**src/rtl/model_standard_linear_sequencer_if.sv**
```systemverilog
// Handshake and element-stream bundle between the requester, the sequencer and the linear core.
// master: requester/core side; slave: the sequencer itself.
interface model_standard_linear_sequencer_if #(
  parameter int unsigned DATA_SIZE = 64
);
  logic                 SEQ_START;
  logic                 SEQ_READY;
  logic                 SEQ_ERROR;
  logic [DATA_SIZE-1:0] SIZE_X_IN;
  logic [DATA_SIZE-1:0] SIZE_L_IN;
  logic [DATA_SIZE-1:0] OP_DATA;
  logic                 OP_VALID;
  logic                 OP_READY;
  logic [DATA_SIZE-1:0] RES_DATA;
  logic                 RES_VALID;
  logic                 CORE_START;
  logic                 CORE_READY;
  logic                 CORE_W_IN_L_ENABLE;
  logic                 CORE_W_IN_X_ENABLE;
  logic                 CORE_B_IN_ENABLE;
  logic                 CORE_X_IN_ENABLE;
  logic [DATA_SIZE-1:0] CORE_W_IN;
  logic [DATA_SIZE-1:0] CORE_B_IN;
  logic [DATA_SIZE-1:0] CORE_X_IN;
  logic                 CORE_H_OUT_ENABLE;
  logic [DATA_SIZE-1:0] CORE_H_OUT;

  modport master (
    output SEQ_START, SIZE_X_IN, SIZE_L_IN, OP_DATA, OP_VALID,
    output CORE_READY, CORE_H_OUT_ENABLE, CORE_H_OUT,
    input  SEQ_READY, SEQ_ERROR, OP_READY, RES_DATA, RES_VALID, CORE_START,
    input  CORE_W_IN_L_ENABLE, CORE_W_IN_X_ENABLE, CORE_B_IN_ENABLE, CORE_X_IN_ENABLE,
    input  CORE_W_IN, CORE_B_IN, CORE_X_IN
  );

  modport slave (
    input  SEQ_START, SIZE_X_IN, SIZE_L_IN, OP_DATA, OP_VALID,
    input  CORE_READY, CORE_H_OUT_ENABLE, CORE_H_OUT,
    output SEQ_READY, SEQ_ERROR, OP_READY, RES_DATA, RES_VALID, CORE_START,
    output CORE_W_IN_L_ENABLE, CORE_W_IN_X_ENABLE, CORE_B_IN_ENABLE, CORE_X_IN_ENABLE,
    output CORE_W_IN, CORE_B_IN, CORE_X_IN
  );
endinterface

```
**src/rtl/model_standard_linear_sequencer.sv**
```systemverilog
// Sequences one h = W*x + b evaluation: streams W, b, x into the core, starts it, forwards H.
// Optional RUN watchdog enabled by MODEL_STANDARD_LINEAR_SEQUENCER_TIMEOUT_EN.
module model_standard_linear_sequencer #(
  parameter int unsigned DATA_SIZE      = 64,
  parameter int unsigned CONTROL_SIZE   = 4,
  parameter int unsigned TIMEOUT_CYCLES = 1024
) (
  input logic CLK,
  input logic RST,
  model_standard_linear_sequencer_if.slave bus
);

  typedef enum logic [2:0] {
    StIdle, StLoadW, StLoadB, StLoadX, StStart, StRun, StDone
  } state_e;

  localparam logic [DATA_SIZE-1:0] MaxDim =
    {{(DATA_SIZE-CONTROL_SIZE){1'b0}}, {CONTROL_SIZE{1'b1}}};
  localparam logic [CONTROL_SIZE-1:0] CtrlOne = {{(CONTROL_SIZE-1){1'b0}}, 1'b1};

  state_e                  state_q, state_d;
  logic [CONTROL_SIZE-1:0] size_l_q, size_l_d, size_x_q, size_x_d;
  logic [CONTROL_SIZE-1:0] i_q, i_d, j_q, j_d, hcnt_q, hcnt_d;
  logic                    over_q, over_d, err_q, err_d;
  logic                    w_l_en_q, w_l_en_d, w_x_en_q, w_x_en_d;
  logic                    b_en_q, b_en_d, x_en_q, x_en_d;
  logic [DATA_SIZE-1:0]    w_in_q, w_in_d, b_in_q, b_in_d, x_in_q, x_in_d;
  logic [DATA_SIZE-1:0]    res_data_q, res_data_d;
  logic                    res_valid_q, res_valid_d, core_start_q, core_start_d;
  logic                    seq_ready_q, seq_ready_d, seq_error_q, seq_error_d;
  logic                    op_ready, op_xfer, size_bad;
  logic [CONTROL_SIZE-1:0] hcnt_final;
  logic                    over_final;
`ifdef MODEL_STANDARD_LINEAR_SEQUENCER_TIMEOUT_EN
  logic [31:0]             run_cnt_q, run_cnt_d;
`endif

  assign op_ready = (state_q == StLoadW) || (state_q == StLoadB) || (state_q == StLoadX);
  assign op_xfer  = bus.OP_VALID && op_ready;
  assign size_bad = (bus.SIZE_L_IN == '0) || (bus.SIZE_X_IN == '0) ||
                    (bus.SIZE_L_IN > MaxDim) || (bus.SIZE_X_IN > MaxDim);

  // H element arriving together with CORE_READY still counts toward the final tally.
  assign hcnt_final = (bus.CORE_H_OUT_ENABLE && (hcnt_q != size_l_q)) ? hcnt_q + CtrlOne : hcnt_q;
  assign over_final = over_q || (bus.CORE_H_OUT_ENABLE && (hcnt_q == size_l_q));

  always_comb begin
    state_d      = state_q;
    size_l_d     = size_l_q;
    size_x_d     = size_x_q;
    i_d          = i_q;
    j_d          = j_q;
    hcnt_d       = hcnt_q;
    over_d       = over_q;
    err_d        = err_q;
    w_l_en_d     = 1'b0;
    w_x_en_d     = 1'b0;
    b_en_d       = 1'b0;
    x_en_d       = 1'b0;
    w_in_d       = w_in_q;
    b_in_d       = b_in_q;
    x_in_d       = x_in_q;
    res_data_d   = res_data_q;
    res_valid_d  = 1'b0;
    core_start_d = 1'b0;
    seq_ready_d  = 1'b0;
    seq_error_d  = 1'b0;
`ifdef MODEL_STANDARD_LINEAR_SEQUENCER_TIMEOUT_EN
    run_cnt_d    = run_cnt_q;
`endif
    unique case (state_q)
      StIdle: begin
        if (bus.SEQ_START) begin
          if (size_bad) begin
            err_d   = 1'b1;
            state_d = StDone;
          end else begin
            size_l_d = bus.SIZE_L_IN[CONTROL_SIZE-1:0];
            size_x_d = bus.SIZE_X_IN[CONTROL_SIZE-1:0];
            i_d      = '0;
            j_d      = '0;
            err_d    = 1'b0;
            state_d  = StLoadW;
          end
        end
      end
      StLoadW: begin
        if (op_xfer) begin
          w_x_en_d = 1'b1;
          w_l_en_d = (j_q == '0);
          w_in_d   = bus.OP_DATA;
          if (j_q == size_x_q - CtrlOne) begin
            j_d = '0;
            if (i_q == size_l_q - CtrlOne) begin
              i_d     = '0;
              state_d = StLoadB;
            end else begin
              i_d = i_q + CtrlOne;
            end
          end else begin
            j_d = j_q + CtrlOne;
          end
        end
      end
      StLoadB: begin
        if (op_xfer) begin
          b_en_d = 1'b1;
          b_in_d = bus.OP_DATA;
          if (i_q == size_l_q - CtrlOne) begin
            i_d     = '0;
            state_d = StLoadX;
          end else begin
            i_d = i_q + CtrlOne;
          end
        end
      end
      StLoadX: begin
        if (op_xfer) begin
          x_en_d = 1'b1;
          x_in_d = bus.OP_DATA;
          if (j_q == size_x_q - CtrlOne) begin
            j_d     = '0;
            state_d = StStart;
          end else begin
            j_d = j_q + CtrlOne;
          end
        end
      end
      StStart: begin
        core_start_d = 1'b1;
        hcnt_d       = '0;
        over_d       = 1'b0;
`ifdef MODEL_STANDARD_LINEAR_SEQUENCER_TIMEOUT_EN
        run_cnt_d    = '0;
`endif
        state_d      = StRun;
      end
      StRun: begin
        if (bus.CORE_H_OUT_ENABLE) begin
          res_valid_d = 1'b1;
          res_data_d  = bus.CORE_H_OUT;
        end
        hcnt_d = hcnt_final;
        over_d = over_final;
        if (bus.CORE_READY) begin
          err_d   = (hcnt_final != size_l_q) || over_final;
          state_d = StDone;
        end
`ifdef MODEL_STANDARD_LINEAR_SEQUENCER_TIMEOUT_EN
        else if (run_cnt_q == TIMEOUT_CYCLES - 1) begin
          err_d   = 1'b1;
          state_d = StDone;
        end else begin
          run_cnt_d = run_cnt_q + 32'd1;
        end
`endif
      end
      StDone: begin
        seq_ready_d = 1'b1;
        seq_error_d = err_q;
        state_d     = StIdle;
      end
      default: state_d = StIdle;
    endcase
  end

  always_ff @(posedge CLK) begin
    if (RST) begin
      state_q      <= StIdle;
      size_l_q     <= '0;
      size_x_q     <= '0;
      i_q          <= '0;
      j_q          <= '0;
      hcnt_q       <= '0;
      over_q       <= 1'b0;
      err_q        <= 1'b0;
      w_l_en_q     <= 1'b0;
      w_x_en_q     <= 1'b0;
      b_en_q       <= 1'b0;
      x_en_q       <= 1'b0;
      w_in_q       <= '0;
      b_in_q       <= '0;
      x_in_q       <= '0;
      res_data_q   <= '0;
      res_valid_q  <= 1'b0;
      core_start_q <= 1'b0;
      seq_ready_q  <= 1'b0;
      seq_error_q  <= 1'b0;
`ifdef MODEL_STANDARD_LINEAR_SEQUENCER_TIMEOUT_EN
      run_cnt_q    <= '0;
`endif
    end else begin
      state_q      <= state_d;
      size_l_q     <= size_l_d;
      size_x_q     <= size_x_d;
      i_q          <= i_d;
      j_q          <= j_d;
      hcnt_q       <= hcnt_d;
      over_q       <= over_d;
      err_q        <= err_d;
      w_l_en_q     <= w_l_en_d;
      w_x_en_q     <= w_x_en_d;
      b_en_q       <= b_en_d;
      x_en_q       <= x_en_d;
      w_in_q       <= w_in_d;
      b_in_q       <= b_in_d;
      x_in_q       <= x_in_d;
      res_data_q   <= res_data_d;
      res_valid_q  <= res_valid_d;
      core_start_q <= core_start_d;
      seq_ready_q  <= seq_ready_d;
      seq_error_q  <= seq_error_d;
`ifdef MODEL_STANDARD_LINEAR_SEQUENCER_TIMEOUT_EN
      run_cnt_q    <= run_cnt_d;
`endif
    end
  end

  assign bus.OP_READY           = op_ready;
  assign bus.SEQ_READY          = seq_ready_q;
  assign bus.SEQ_ERROR          = seq_error_q;
  assign bus.RES_DATA           = res_data_q;
  assign bus.RES_VALID          = res_valid_q;
  assign bus.CORE_START         = core_start_q;
  assign bus.CORE_W_IN_L_ENABLE = w_l_en_q;
  assign bus.CORE_W_IN_X_ENABLE = w_x_en_q;
  assign bus.CORE_B_IN_ENABLE   = b_en_q;
  assign bus.CORE_X_IN_ENABLE   = x_en_q;
  assign bus.CORE_W_IN          = w_in_q;
  assign bus.CORE_B_IN          = b_in_q;
  assign bus.CORE_X_IN          = x_in_q;

endmodule

```
**src/flat_wrapper.sv**
```systemverilog
// flat-port wrapper written by rule: the top's interface ports become plain ports
module model_standard_linear_sequencer_flat 
#(
  parameter int unsigned DATA_SIZE      = 64,
  parameter int unsigned CONTROL_SIZE   = 4,
  parameter int unsigned TIMEOUT_CYCLES = 1024
)
  (CLK, RST, bus_SEQ_START, bus_SIZE_X_IN, bus_SIZE_L_IN, bus_OP_DATA, bus_OP_VALID, bus_CORE_READY, bus_CORE_H_OUT_ENABLE, bus_CORE_H_OUT, bus_SEQ_READY, bus_SEQ_ERROR, bus_OP_READY, bus_RES_DATA, bus_RES_VALID, bus_CORE_START, bus_CORE_W_IN_L_ENABLE, bus_CORE_W_IN_X_ENABLE, bus_CORE_B_IN_ENABLE, bus_CORE_X_IN_ENABLE, bus_CORE_W_IN, bus_CORE_B_IN, bus_CORE_X_IN);
  model_standard_linear_sequencer_if #(.DATA_SIZE(DATA_SIZE)) bus_i ();
  input logic CLK;
  input logic RST;
  input wire logic [$bits(bus_i.SEQ_START)-1:0] bus_SEQ_START;
  input wire logic [$bits(bus_i.SIZE_X_IN)-1:0] bus_SIZE_X_IN;
  input wire logic [$bits(bus_i.SIZE_L_IN)-1:0] bus_SIZE_L_IN;
  input wire logic [$bits(bus_i.OP_DATA)-1:0] bus_OP_DATA;
  input wire logic [$bits(bus_i.OP_VALID)-1:0] bus_OP_VALID;
  input wire logic [$bits(bus_i.CORE_READY)-1:0] bus_CORE_READY;
  input wire logic [$bits(bus_i.CORE_H_OUT_ENABLE)-1:0] bus_CORE_H_OUT_ENABLE;
  input wire logic [$bits(bus_i.CORE_H_OUT)-1:0] bus_CORE_H_OUT;
  output wire logic [$bits(bus_i.SEQ_READY)-1:0] bus_SEQ_READY;
  output wire logic [$bits(bus_i.SEQ_ERROR)-1:0] bus_SEQ_ERROR;
  output wire logic [$bits(bus_i.OP_READY)-1:0] bus_OP_READY;
  output wire logic [$bits(bus_i.RES_DATA)-1:0] bus_RES_DATA;
  output wire logic [$bits(bus_i.RES_VALID)-1:0] bus_RES_VALID;
  output wire logic [$bits(bus_i.CORE_START)-1:0] bus_CORE_START;
  output wire logic [$bits(bus_i.CORE_W_IN_L_ENABLE)-1:0] bus_CORE_W_IN_L_ENABLE;
  output wire logic [$bits(bus_i.CORE_W_IN_X_ENABLE)-1:0] bus_CORE_W_IN_X_ENABLE;
  output wire logic [$bits(bus_i.CORE_B_IN_ENABLE)-1:0] bus_CORE_B_IN_ENABLE;
  output wire logic [$bits(bus_i.CORE_X_IN_ENABLE)-1:0] bus_CORE_X_IN_ENABLE;
  output wire logic [$bits(bus_i.CORE_W_IN)-1:0] bus_CORE_W_IN;
  output wire logic [$bits(bus_i.CORE_B_IN)-1:0] bus_CORE_B_IN;
  output wire logic [$bits(bus_i.CORE_X_IN)-1:0] bus_CORE_X_IN;
  assign bus_i.SEQ_START = bus_SEQ_START;
  assign bus_i.SIZE_X_IN = bus_SIZE_X_IN;
  assign bus_i.SIZE_L_IN = bus_SIZE_L_IN;
  assign bus_i.OP_DATA = bus_OP_DATA;
  assign bus_i.OP_VALID = bus_OP_VALID;
  assign bus_i.CORE_READY = bus_CORE_READY;
  assign bus_i.CORE_H_OUT_ENABLE = bus_CORE_H_OUT_ENABLE;
  assign bus_i.CORE_H_OUT = bus_CORE_H_OUT;
  assign bus_SEQ_READY = bus_i.SEQ_READY;
  assign bus_SEQ_ERROR = bus_i.SEQ_ERROR;
  assign bus_OP_READY = bus_i.OP_READY;
  assign bus_RES_DATA = bus_i.RES_DATA;
  assign bus_RES_VALID = bus_i.RES_VALID;
  assign bus_CORE_START = bus_i.CORE_START;
  assign bus_CORE_W_IN_L_ENABLE = bus_i.CORE_W_IN_L_ENABLE;
  assign bus_CORE_W_IN_X_ENABLE = bus_i.CORE_W_IN_X_ENABLE;
  assign bus_CORE_B_IN_ENABLE = bus_i.CORE_B_IN_ENABLE;
  assign bus_CORE_X_IN_ENABLE = bus_i.CORE_X_IN_ENABLE;
  assign bus_CORE_W_IN = bus_i.CORE_W_IN;
  assign bus_CORE_B_IN = bus_i.CORE_B_IN;
  assign bus_CORE_X_IN = bus_i.CORE_X_IN;
  model_standard_linear_sequencer #(.DATA_SIZE(DATA_SIZE), .CONTROL_SIZE(CONTROL_SIZE), .TIMEOUT_CYCLES(TIMEOUT_CYCLES)) u_core (.CLK(CLK), .RST(RST), .bus(bus_i));
endmodule
```
**config.mk**
```make
export PLATFORM = sky130hd
export DESIGN_NAME = model_standard_linear_sequencer_flat
export DESIGN_NICKNAME = d
export VERILOG_FILES = /design/src/rtl/model_standard_linear_sequencer_if.sv /design/src/rtl/model_standard_linear_sequencer.sv /design/src/flat_wrapper.sv
export SDC_FILE = /design/constraint.sdc
export NUM_CORES = 1
export LEC_CHECK = 0
export ABC_AREA = 1
export CORE_AREA = 3 3 204 206
export CTS_CLUSTER_SIZE = 8
export DETAILED_ROUTE_END_ITERATION = 8
export DIE_AREA = 0 0 207 209
export PLACE_DENSITY = 0.7
export SYNTH_ARGS = -nofsm -noshare
export SYNTH_HDL_FRONTEND = slang
export SYNTH_SLANG_ARGS = --single-unit
```
**constraint.sdc**
```tcl
create_clock -name CLK -period 1.8 [get_ports CLK]
set_clock_uncertainty 0.1 [all_clocks]
set_input_delay 0.45 -clock CLK [delete_from_list [all_inputs] [get_ports CLK]]
set_output_delay 0.45 -clock CLK [all_outputs]
set_load 0.02 [all_outputs]
```
======== After elaboration in Yosys (flattened, before gate mapping) ========
Index checks and enable logic that the tools add are counted.
cells by class
  add/subtract/negate cells ............... 5
  $lt $le $gt $ge ......................... 2
  equality and inequality tests ........... 22
  mux-type cells .......................... 32
  bitwise gates (word level) .............. 7
  reductions and logical operators ........ 34
operator list
  operator                                               number
  > comparator 64 x 4 -> 1 bit, second input constant    2
  zero test 64 bit                                       2
  2-to-1 mux 4 bit                                       9
  2-to-1 mux 3 bit                                       10
  one-hot mux 3 bit (6 select lines)                     1
  one-hot mux 4 bit (2 select lines)                     2
  inequality test 2 bit, second input constant           7
  adder 4 x 1 -> 4 bit, second input constant            3
  equality test 4 bit                                    3
  one-hot mux 4 bit (3 select lines)                     1
  OR reduction 2 bit                                     6
  equality test 3 bit, second input constant             3
  AND reduction 9 bit                                    1
  inequality test 2 x 1 -> 1 bit, second input constant  4
  inequality test 4 bit                                  2
  AND reduction 2 bit                                    4
  subtractor 4 x 1 -> 4 bit, second input constant       2
  logical OR 1 bit                                       7
  2-to-1 mux 1 bit                                       7
  NOT 1 bit                                              7
  equality test 3 x 2 -> 1 bit, second input constant    2
  AND reduction 3 bit                                    2
  AND reduction 6 bit                                    1
  nonzero test 2 bit                                     3
  other kinds (8)                                        11
storage, ports and cells
  register bits ........................... 289
  input bits .............................. 262
  output and inout bits ................... 265
  word-level logic and storage cells ...... 122

======== Depth between registers and ports, before layout ========
  depth in word-level cells ............... 7
  mapped depth ............................ 13
  gate-level depth less buffers ........... 13

======== Least setup slack after synthesis ========
OpenSTA, ideal clock, no wires.
  path type ............................... reg-to-reg
  from .................................... reg u_core.size_x_q[0]
  to ...................................... reg u_core.state_q[1]
  library setup time ...................... 0.114 ns
  arrival ................................. 1.555 ns
  data required time ...................... 1.586 ns
  path slack .............................. 0.031 ns
  stages on the path, launching flop included .. 12
  buffers on the path ..................... 0
  period minus slack after synthesis ...... 1.769 ns
  cell sequence ........................... dfxtp_1 > inv_1 > ha_1 > xnor2_1 > a21oi_1 > nand3_2 > nand2_1 > nand2_1 > nor2_2 > nand2_1 > nand2_1 > nor2_1
on the way
  word-level cells in the longest chain between the ends .. 4
  elaborated cells on any way between the ends .. 5
  those cells by class .................... add/sub (1); eq/ne (3); reduce/logical (1)
RTL lines
  element                                 line                                                                           source
  start, declared                         model_standard_linear_sequencer.sv:22                                          logic [CONTROL_SIZE-1:0] size_l_q, size_l_d, size_x_q, size_x_d;
  start signal, assigned                  model_standard_linear_sequencer.sv:195                                         size_x_q <= size_x_d;
  subtractor 4 x 1 -> 4 bit *             model_standard_linear_sequencer.sv:92, model_standard_linear_sequencer.sv:121
  equality test 4 bit *                   model_standard_linear_sequencer.sv:92, model_standard_linear_sequencer.sv:121
  inequality test 2 bit (no source line)  --
  AND reduction 9 bit (no source line) *  --
  end signal, assigned                    model_standard_linear_sequencer.sv:169                                         state_q <= StIdle;
  end signal, assigned                    model_standard_linear_sequencer.sv:193                                         state_q <= state_d;
  end, declared                           model_standard_linear_sequencer.sv:21                                          state_e state_q, state_d;
Every way passes the cells marked *; elsewhere a longest branch is shown, timed or not.
A chain may end at the register's enable or synchronous reset.

======== Final worst setup path ========
  from .................................... reg u_core.size_x_q[1]
  to ...................................... reg u_core.i_q[3]
on the way
  word-level cells in the longest chain between the ends .. 4
RTL lines
  element                                 line                                    source
  subtractor 4 x 1 -> 4 bit               model_standard_linear_sequencer.sv:92   if (j_q == size_x_q - CtrlOne) begin
  equality test 4 bit                     model_standard_linear_sequencer.sv:92
  inequality test 2 bit (no source line)  --
  AND reduction 6 bit (no source line)    --
  end signal, assigned                    model_standard_linear_sequencer.sv:196  i_q <= i_d;
  end, declared                           model_standard_linear_sequencer.sv:23   logic [CONTROL_SIZE-1:0] i_q, i_d, j_q, j_d, hcnt_q, hcnt_d;
No other way between the ends.

==> impl_metrics.py <==
metrics = {
    "die": {
        "core_area_um2": 39820,
        "fp.dieH_um": 209,
        "die-area_um2": 43260,
        "rows": 73,
        "die_width_um": 207,
        "start_util_pct": 29.97,
        "io_pins": 527,
    },
    "setup_path": {
        "crit_start": "u_core.size_x_q[1]",
        "cp.required_ns": 2.17,
        "cp.arrival_ns": 2.17,
        "worstSetupEndpointType": "flop",
        "critical_path_class": "flop to flop",
        "timing.rr.start": "u_core.size_x_q[1]",
        "path_max_fanout": 5,
        "startpoint_type": "flop",
    },
    "detailed_routing": {
        "antenna_left": 0,
        "post_drt_wl_per_cell_um": 17.73,
        "drtIter0Drc": 872,
        "vias": 13100,
        "drt_pre_antenna_iters": 5,
        "wl_um": 47540,
        "viasPerCell": 4.885,
        "drc": 0,
    },
    "power_and_ir_drop": {
        "fin_total_pwr_uw": 19780,
        "leakagePower_uw": 0.007866,
        "pwr_density_cell_nw_per_um2": 1032,
        "vdd_drop_max_mv": 0.7654,
    },
    "timing": {
        "hold_viol_final": 0,
        "worstMarginPinSlew_ns": 0.6546,
        "setup_viol": 0,
        "relSlewSlack_pct": 56.36,
        "post-route-min-period_ns": 1.793,
        "layout_setup_ws_ns": 0.006874,
        "rsz0062_at_grt": "true",
        "maxSlewViolCount": 0,
        "finalCritPeriodShare_pct": 99.62,
        "fmax_ghz": 0.5577,
    },
    "min_path": {
        "hold_path.class": "primary input to flop",
        "holdCritStartpoint": "RST",
    },
    "logic_synthesis": {
        "syn_inst": 1611,
        "async_reset_ff_share_pct": 0,
        "yosysSeqAreaShare_pct": 48.47,
        "yosys_most_used_dff": "dfxtp_1",
        "yosysUniqueCellTypes": 43,
        "yosysWarnings": 0,
        "synthesis.nets": 1879,
        "synth_area_um2": 11940,
        "synth-edff-count": 0,
        "synth.avg_cell_area_um2": 7.409,
        "synth_seq_cells": 289,
    },
    "clocking": {
        "clock-root-buffer": "clkbuf_16",
        "clkLatencyLatePin_ns": 0.54,
        "htree_levels": 2,
        "clock_path_buffers": 3,
        "holdBufCountCts": 0,
        "cts_buffers": 42,
        "clkTransAtPathRegs_ns": 0.05,
        "cts_sinks": 289,
        "cts_tree": "done",
    },
    "place": {
        "io_buffer_count": 526,
        "pre_cts_ws_ns": -0.6230,
        "hpwl_um": 33260,
        "routabilityCongestion": 0.9208,
    },
    "global_routing": {
        "grt_pass1_wl_um": 71860,
        "grt_overflow": 0,
        "grt_start_max_net_pins": 107,
        "grt_use_total_pct": 20.39,
        "antenna_found_initial": 1,
        "grt_pass1_vias": 12850,
    },
    "finish": {
        "layout-drive-gt1-share_pct": 16.60,
        "area_growth_pct": 60.52,
        "final_cell_mix": "303 x nand2_1, 282 x dfxtp_1, 242 x clkdlybuf4s50_1, 219 x nand3_1, 208 x nor2_1",
        "final_nets": 2417,
        "layout_commonest_cell": "nand2_1",
    },
    "run": {
        "drv_cap": 0,
    },
    "status": {
        "outcome": "finished, final reports clean",
    },
}
-- power breakdown --
group	leakage [uW]	internal [uW]	switching (uW)
clock	0.000557	4270	2790
sequential	0.00234	6990	335
combinational	0.00497	2160	3230
-- flip-flops by register name (all words and copies together) (netlist names) --
signal	cells
u_core.bus.RES_DATA	64
u_core.size_l_q	4
u_core.bus.RES_VALID	1
u_core.bus.CORE_START	1
u_core.j_q	4
u_core.bus.CORE_W_IN	64
u_core.err_q	1
u_core.bus.CORE_X_IN	64
u_core.bus.CORE_B_IN_ENABLE	1
u_core.hcnt_q	4
u_core.over_q	1
u_core.bus.SEQ_READY	1
u_core.bus.CORE_B_IN	64
u_core.i_q	4
u_core.state_q	3
u_core.bus.SEQ_ERROR	1
u_core.bus.CORE_X_IN_ENABLE	1
u_core.bus.CORE_W_IN_L_ENABLE	1
u_core.size_x_q	4
u_core.bus.CORE_W_IN_X_ENABLE	1
-- metrics by stage --
stage	util (%)	hold slack (ns)	TNS [ns]	cell area (um^2)	cells
global route	48.11	0.1071	-0.7412	19160	2682
floorplan	-	0.3353	0	11940	1611
finish	48.11	0.1293	0	19160	2682
CTS	48.01	0.08720	-0.1596	19120	2670
global placement	45.23	0.3471	-11.09	18010	2618
detailed placement	45.23	0.3521	-13.16	18010	2618
-- synth_stat cells, types with 6 or more instances --
master / number / area, um^2
a21oi_1: 206 / 1031
a21oi_2: 6 / 52.55
buf_2: 38 / 190.2
buf_6: 15 / 168.9
clkbuf_1: 52 / 195.2
dfxtp_1: 289 / 5786
ha_1: 6 / 75.07
inv_1: 77 / 289.0
inv_2: 8 / 30.03
nand2_1: 321 / 1205
nand2_2: 6 / 37.54
nand3_1: 219 / 1096
nor2_1: 225 / 844.6
nor2_2: 6 / 37.54
nor3_1: 11 / 55.05
o21ai_0: 72 / 360.4
xnor2_1: 6 / 52.55
-- routing by layer --
metal / share of wire [%] / vias to the layer above / track usage (%)
li1: - / 6320 / -
met1: 39 / 6117 / 23.86
met2: 48 / 578 / 33.94
met3: 10 / 87 / 8.482
met4: 2.7 / 0 / 6.695
met5: 0 / - / 0
-- final timing paths --
| check | endpoint | depth (start not counted) | slack, ns |
|---|---|---|---|
| max | u_core.i_q[3] | 8 | 0.007 |
| max reg2reg | u_core.i_q[3] | 8 | 0.007 |
| min | u_core.bus.CORE_X_IN[7] | 2 | 0.13 |
| min reg2reg | u_core.bus.RES_DATA[24] | 2 | 0.36 |
-- logic make-up after synthesis --
group	Yosys count	synth area share, %
buffers and inverters	199	7.873
and+or+nand+nor	816	29.47
AOI/OAI and AO/OA	289	12.61
DFF	289	48.47
xor gates and xnor gates	12	0.9435
adders and majority gates	6	0.6290
-- cell type report --
cell class                      count  area (um^2)
Clock buffer                       49         1109
Clock inverter                      2        32.53
Fill cell                        3872        20660
Tap cell                          525        656.9
Timing Repair Buffer              606         5758
Antenna cell                        1        2.502
Sequential cell                   289         5799
Multi-Input combinational cell   1123         5455
Inverter                           87        345.3
-- critical path, cell delays in order, from the launching register on --
cell,delay (ns)
dfxtp_2,0.32
inv_2,0.05
ha_4,0.24
xnor2_2,0.13
a21oi_2,0.17
nand4_2,0.16
a21oi_4,0.25
nand3_1,0.14
a21oi_2,0.16
-- timing repair --
action / CTS / global route
pin swaps: 8 / 48
endpoints found under the hold margin: 0 / 0
cloned: 0 / 2
buffers inserted: 1 / 9
endpoints found under the setup margin: 353 / 198
gates resized for setup: 483 / 241
Power figures use the tool's default switching activity.
